--- src/rtl/exc_ack_sequencer.sv ---
// rtl/exc_ack_sequencer.sv - exception request/ack responder with drain and flush sequencing
module exc_ack_sequencer #(
    parameter int unsigned FLUSH_CYCLES  = 2,
    parameter int unsigned DRAIN_TIMEOUT = 15
) (
    input  logic       clk,
    input  logic       rst_n,
    input  logic       exc_req_i,
    output logic       exc_ack_o,
    input  logic [1:0] exc_pc_mux_i,
    input  logic [4:0] vec_pc_mux_i,
    input  logic       eret_insn_i,
    input  logic       id_valid_i,
    input  logic       data_req_pending_i,
    input  logic       jump_in_id_i,
    input  logic       dbg_halt_i,
    output logic       pc_set_o,
    output logic [2:0] pc_mux_o,
    output logic [1:0] exc_pc_mux_o,
    output logic [4:0] vec_pc_mux_o,
    output logic       save_epc_o,
    output logic       clear_ie_o,
    output logic       restore_ie_o,
    output logic       flush_o,
    output logic       busy_o,
    output logic       drain_timeout_o
);

    localparam int unsigned     DW         = $clog2(DRAIN_TIMEOUT + 1);
    localparam logic [DW-1:0]   DRAIN_MAX  = DW'(DRAIN_TIMEOUT);
    localparam logic [3:0]      FLUSH_LOAD = 4'(FLUSH_CYCLES);

    typedef enum logic [1:0] {IDLE, DRAIN, FLUSH} state_t;

    state_t        state_q, state_d;
    logic [DW-1:0] drain_cnt_q, drain_cnt_d;
    logic [3:0]    flush_cnt_q, flush_cnt_d;
    logic          timeout_q, timeout_d;
    logic          safe, accept, eret_take;

    assign safe = !data_req_pending_i && !jump_in_id_i && !dbg_halt_i;

    // Combinational strobes are gated by rst_n so nothing escapes while reset is held.
    assign accept    = rst_n && exc_req_i && safe && (state_q == IDLE || state_q == DRAIN);
    assign eret_take = rst_n && (state_q == IDLE) && !exc_req_i && eret_insn_i && id_valid_i
                       && !dbg_halt_i && !data_req_pending_i;

    always_ff @(posedge clk or negedge rst_n) begin
        if (!rst_n) begin
            state_q     <= IDLE;
            drain_cnt_q <= '0;
            flush_cnt_q <= '0;
            timeout_q   <= 1'b0;
        end else begin
            state_q     <= state_d;
            drain_cnt_q <= drain_cnt_d;
            flush_cnt_q <= flush_cnt_d;
            timeout_q   <= timeout_d;
        end
    end

    always_comb begin
        state_d     = state_q;
        drain_cnt_d = drain_cnt_q;
        flush_cnt_d = flush_cnt_q;
        timeout_d   = timeout_q;
        case (state_q)
            IDLE: begin
                if (accept || eret_take) begin
                    state_d     = FLUSH;
                    flush_cnt_d = FLUSH_LOAD;
                end else if (exc_req_i) begin
                    state_d     = DRAIN;
                    drain_cnt_d = '0;
                end
            end
            DRAIN: begin
                if (drain_cnt_q != DRAIN_MAX) drain_cnt_d = drain_cnt_q + 1'b1;
                // Flag rises on the edge the counter lands on the limit; the block keeps waiting.
                if (drain_cnt_d == DRAIN_MAX) timeout_d = 1'b1;
                if (accept) begin
                    state_d     = FLUSH;
                    flush_cnt_d = FLUSH_LOAD;
                end else if (!exc_req_i) begin
                    state_d = IDLE;
                end
            end
            FLUSH: begin
                if (flush_cnt_q != 4'd0) flush_cnt_d = flush_cnt_q - 4'd1;
                if (flush_cnt_q <= 4'd1) state_d = IDLE;
            end
            default: state_d = IDLE;
        endcase
    end

    always_comb begin
        exc_ack_o       = accept;
        pc_set_o        = accept || eret_take;
        pc_mux_o        = accept ? 3'd4 : (eret_take ? 3'd5 : 3'd0);
        exc_pc_mux_o    = accept ? exc_pc_mux_i : 2'd0;
        vec_pc_mux_o    = accept ? vec_pc_mux_i : 5'd0;
        save_epc_o      = accept;
        clear_ie_o      = accept;
        restore_ie_o    = eret_take;
        flush_o         = (state_q == FLUSH);
        busy_o          = (state_q != IDLE);
        drain_timeout_o = timeout_q;
    end

endmodule

--- config.mk ---
export PLATFORM = sky130hd
export DESIGN_NAME = exc_ack_sequencer
export DESIGN_NICKNAME = d
export VERILOG_FILES = /design/src/rtl/exc_ack_sequencer.sv
export SDC_FILE = /design/constraint.sdc
export NUM_CORES = 1
export LEC_CHECK = 0
export CAP_MARGIN = 40
export CORE_UTILIZATION = 41
export CTS_CLUSTER_DIAMETER = 100
export DETAILED_ROUTE_END_ITERATION = 10
export PLACE_DENSITY = 0.77
export SLEW_MARGIN = 5
export SYNTH_ARGS = -nofsm -noshare
export SYNTH_HDL_FRONTEND = slang
export SYNTH_SLANG_ARGS = --single-unit
--- constraint.sdc ---
create_clock -name clk -period 1.85 [get_ports clk]
set_input_delay 0.185 -clock clk [delete_from_list [all_inputs] [get_ports clk]]
set_output_delay 0.185 -clock clk [all_outputs]
set_load 0.1 [all_outputs]
=== Word level (Yosys, flattened, before mapping) ===
Cells that the tools add are included.

* Bits in registers: 11
* Output and inout port bits: 18
* Logic and storage cells: 64

* Add/subtract/negate cells: 2
* $lt $le $gt $ge: 1
* Equal/unequal tests: 12
* Muxes and demuxes: 19
* Reductions and logical operators: 26

{| class="wikitable"
|+ Operators by type and width
! operator !! count
|-
| 2-to-1 mux 4 bit || 7
|-
| 2-to-1 mux 2 bit || 6
|-
| one-hot mux 4 bit (3 select lines) || 1
|-
| logical AND 1 bit || 11
|-
| != test 2 bit, second input constant || 4
|-
| one-hot mux 4 bit (2 select lines) || 1
|-
| 2-to-1 mux 3 bit || 2
|-
| != test 3 bit, second input constant || 2
|-
| one-hot mux 2 bit (3 select lines) || 1
|-
| AND reduction 3 bit || 2
|-
| 2-to-1 mux 5 bit || 1
|-
| adder 4 x 1 -> 4 bit, second input constant || 1
|-
| equality test 4 bit, second input constant || 1
|-
| <= comparator 4 x 1 -> 1 bit, second input constant || 1
|-
| logical NOT 1 bit || 4
|-
| != test 2 x 1 -> 1 bit, second input constant || 2
|-
| != test 4 bit, second input constant || 1
|-
| AND reduction 4 bit || 1
|-
| nonzero test 2 bit || 2
|-
| nonzero test 4 bit || 1
|-
| subtractor 4 x 1 -> 4 bit, second input constant || 1
|-
| nonzero test 3 bit || 1
|-
| equality test 2 x 1 -> 1 bit, second input constant || 1
|-
| equality test 2 bit, second input constant || 1
|-
| 3 further kinds || 4
|}

=== Longest topological paths before layout ===
* Depth in word-level cells: 10
* Depth in mapped cells: 6

=== Least setup slack after synthesis ===
No wires, ideal clock.

* Kind: input to output
* Start: input port dbg_halt_i
* End: output port pc_mux_o[2]
* Arrival: 2310 ps
* Required time: 1665 ps
* Path slack: -645 ps
* Stages: 5
* Buffers on the path: 1
* Cells stage by stage: or3b_4 > nor4_4 > and2_2 > or2_2 > buf_4

* Cells in the longest elaborated chain, start to end: 5
* Elaborated cells on any way between the ends: 8
* Those cells by class: 2 x mux; 6 x reduce/logical

{| class="wikitable"
|+ RTL lines
! what !! RTL line !! RTL
|-
| start, declared || 16 || <nowiki>input logic dbg_halt_i,</nowiki>
|-
| logical NOT 1 bit || 46 || <nowiki>&& !dbg_halt_i && !data_req_pending_i;</nowiki>
|-
| logical AND 1 bit (2 in a row) || 46 ||
|-
| named net restore_ie_o || 23 || <nowiki>output logic restore_ie_o,</nowiki>
|-
| 2-to-1 mux 3 bit (2 in a row) || 99 || <nowiki>pc_mux_o = accept ? 3'd4 : (eret_take ? 3'd5 : 3'd0);</nowiki>
|-
| end, declared || 18 || <nowiki>output logic [2:0] pc_mux_o,</nowiki>
|}

The timed path passes the listed nets, and every way through them passes these cells.

=== Worst setup path after layout ===
* Start: input port exc_req_i
* End: output port vec_pc_mux_o[2]

* Cells in the longest elaborated chain, start to end: 4

{| class="wikitable"
|+ RTL lines
! what !! RTL line !! RTL
|-
| start, declared || 8 || <nowiki>input logic exc_req_i,</nowiki>
|-
| logical AND 1 bit (3 in a row) || 44 || <nowiki>assign accept = rst_n && exc_req_i && safe && (state_q == IDLE || state_q == DRAIN);</nowiki>
|-
| 2-to-1 mux 5 bit || 101 || <nowiki>vec_pc_mux_o = accept ? vec_pc_mux_i : 5'd0;</nowiki>
|-
| end, declared || 20 || <nowiki>output logic [4:0] vec_pc_mux_o,</nowiki>
|}

No other way between the ends.

==> impl_metrics.tcl <==
set metrics [dict create \
    gp_congestion 0.8470 \
    synth_commonest_cells "11 x dfrtp_1, 8 x and2_1, 6 x a21oi_1, 6 x nand2_1" \
    pwr_density_cell_mw_per_mm2 720.8 \
    max_freq_mhz 568.9 \
    cts_buffers 3 \
    row_count 15 \
    slew_violations 0 \
    finalInstanceArea_sq_mm 0.001393 \
    yosysMostFrequentCell "dfrtp_1" \
    syn_nets 106 \
    period_minus_slack_ns 1.758 \
    track_usage_pct 21.19 \
    clk_path_buf_depth 2 \
    drt-initial-drc-count 14 \
    worst_slack_ns 0.09235 \
    crit_path_start_kind "input port" \
    timing.critical_path.slowest_cell_delay_ns 0.53 \
    pre_cts_ws_ns -0.1618 \
    synth.distinct_cells 34 \
    die_area_sq_mm 0.002095 \
    cts.sinks 11 \
    cp_slowest_cell "clkdlybuf4s50_1" \
    ys_warn_count 0 \
    status "finished, final reports clean" \
    antenna_found_initial 0 \
    netlist_instances 88 \
    wire_per_inst_um 13.78 \
    core_sq_mm 0.001764 \
    drt-pass1-iter-count 4 \
    path_max_fanout 5 \
    postRouteAntennaNets 0 \
    finalCritPeriodShare_pct 95.01 \
    dieHeight_um 45.78 \
    synth_top_area_share_pct 35.03 \
    crit_chain "clkdlybuf4s50_1 > nand2b_1 > nor3_2 > buf_2 > and2_2 > buf_12" \
    grt_pass1_vias 690 \
    finClkSkew_ns 0.002843 \
    cts-root-buf "clkbuf_4" \
    report.final.setup_viol 0 \
    finalWirelength_um 2136 \
    crit_type "in -> out" \
    synthArstFlopShare_pct 100.0 \
    htree_levels 1 \
    synth_area_per_cell_sq_um 8.929 \
    drcViolationCount 0 \
    tritoncts "built" \
    path_clk_slew_ns 0.06 \
    rsz0062_at_grt "false" \
    arrival_ns 1.57 \
    critPathBufInv 3 \
    pin_count 33 \
    grt_max_degree 13 \
    post-dp-hpwl_um 1680 \
    end_kind "output pin" \
    static-leakage-power_nw 0.6307 \
    portBuffers 31 \
    synth-edff-count 0 \
    synth.area.top_cells "dfrtp_1 35%, and2_1 6.4%, buf_4 4.8%" \
    worstPathRequired_ns 1.66 \
    vias 822 \
    drt-vias-per-instance 5.303 \
    antenna_cells 0 \
    syn_area_sq_um 785.8 \
    place_area_sq_mm 0.001319 \
    dieWidth_um 45.78 \
    maxCapViolations 0 \
    yosysTopAreaCell "dfrtp_1" \
    crit_family "buffers and inverters" \
    grt_pass1_wl_um 3056 \
    yosysSeqAreaShare_pct 35.03 \
    start_util_pct 44.54 \
    hold_violations 0 \
    hold_path.class "reg -> reg" \
    layout.nets 149 \
    vdd_drop_max_v 0.0005760 \
    syn_to_final_growth_pct 77.23 \
    gr-total-overflow 0 \
    clk_latency_ns 0.26 \
    synth_ff_type "dfrtp_1" \
    drive_gt1_share_pct 40.77 \
    yosys_register_bits 11 \
]
-- area by class of cell --
type / instances / area (sq um)
clock buffer: 4 / 26.28
fill: 123 / 371.6
inverter: 6 / 22.52
multi-input combinational: 63 / 459.2
sequential: 11 / 276.5
tap: 25 / 31.28
timing repair buffer: 46 / 576.8
-- logic make-up after synthesis --
| family | synth area share, % |
|---|---|
| AND/OR/NAND/NOR | 28.18 |
| flip-flops | 35.03 |
| buffers and inverters | 9.077 |
| XOR/XNOR | 2.230 |
| multiplexers | 2.707 |
| AO/OA/AOI/OAI | 17.52 |
| other | 0.4772 |
| adder cells (fa/ha/maj) | 4.778 |
-- metal layers --
layer  routed length [um]  global-route usage [%]
met1                  819                   21.95
met2                 1054                   38.57
met5                    0                       0
met3                  204                   4.762
met4                   57                   12.35
-- worst reg2reg max path, stage by stage, from the launching register on --
cell	delay, ns
dfrtp_2	0.45
buf_4	0.15
or4_1	0.53
nor3_1	0.15
a21oi_1	0.06
o2bb2ai_1	0.15
-- worst paths after layout --
kind                                 startpoint         endpoint  slack, ns  cells past startpoint
worst min-delay path            drain_timeout_o  drain_timeout_o       0.47                      1
worst min register to register  drain_timeout_o  drain_timeout_o       0.47                      1
worst max register to register       state_q[0]   flush_cnt_q[3]       0.28                      5
worst max-delay path                  exc_req_i  vec_pc_mux_o[2]       0.09                      6
min in group asynchronous                 rst_n   flush_cnt_q[1]       0.53                      3
max in group asynchronous                 rst_n       state_q[0]       1.16                      3
-- sequential cells by signal (all words and copies together), names as in the netlist --
signal           flops
state_q              2
drain_cnt_q          4
drain_timeout_o      1
flush_cnt_q          4
-- timing repair --
action | 4_1_cts | 5_1_grt
pin swaps | 4 | 0
hold endpoints to repair | 11 | 0
hold buffers | 1 | 0
buffers inserted | 2 | 2
endpoints found under the setup margin | 14 | 4
gates cloned | 1 | 0
gates resized for setup | 5 | 1
-- cells in the final DEF (no fill, tap or decap), types with 2 or more instances in the layout --
master,synthesis,final
nand4_1,2,2
clkbuf_4,0,3
and2_2,1,7
inv_1,5,5
ha_1,3,3
nand2b_1,2,2
dfrtp_1,11,10
nor3_1,5,4
o2bb2ai_1,2,2
buf_12,0,16
a32o_1,2,2
nand3_1,2,2
nor2_1,3,2
nand2_1,6,6
nor3_2,1,2
xnor2_1,2,2
a21oi_1,6,6
buf_4,5,14
o21ai_0,3,3
clkdlybuf4s50_1,0,11
dlygate4sd2_1,0,3
-- through the flow --
step                power (W)  setup TNS, ns  utilization (%)  hold slack [ns]  instances
finish               0.001004              0            78.94           0.4716        155
global placement    0.0008131         -1.292            74.75           0.4519        145
detailed placement  0.0008389         -1.610            74.75           0.4625        145
global route         0.001068              0            78.94           0.5266        155
floorplan           0.0006981        -0.9028                -          -0.1106         88
CTS                  0.001003              0            78.01           0.4776        153
-- power by group --
group / total (W) / internal, W / switching (W)
clock: 0.000158 / 0.0000832 / 0.0000747
combinational: 0.000472 / 0.000218 / 0.000254
sequential: 0.000374 / 0.000301 / 0.0000732
Power figures use the tool's default switching activity.
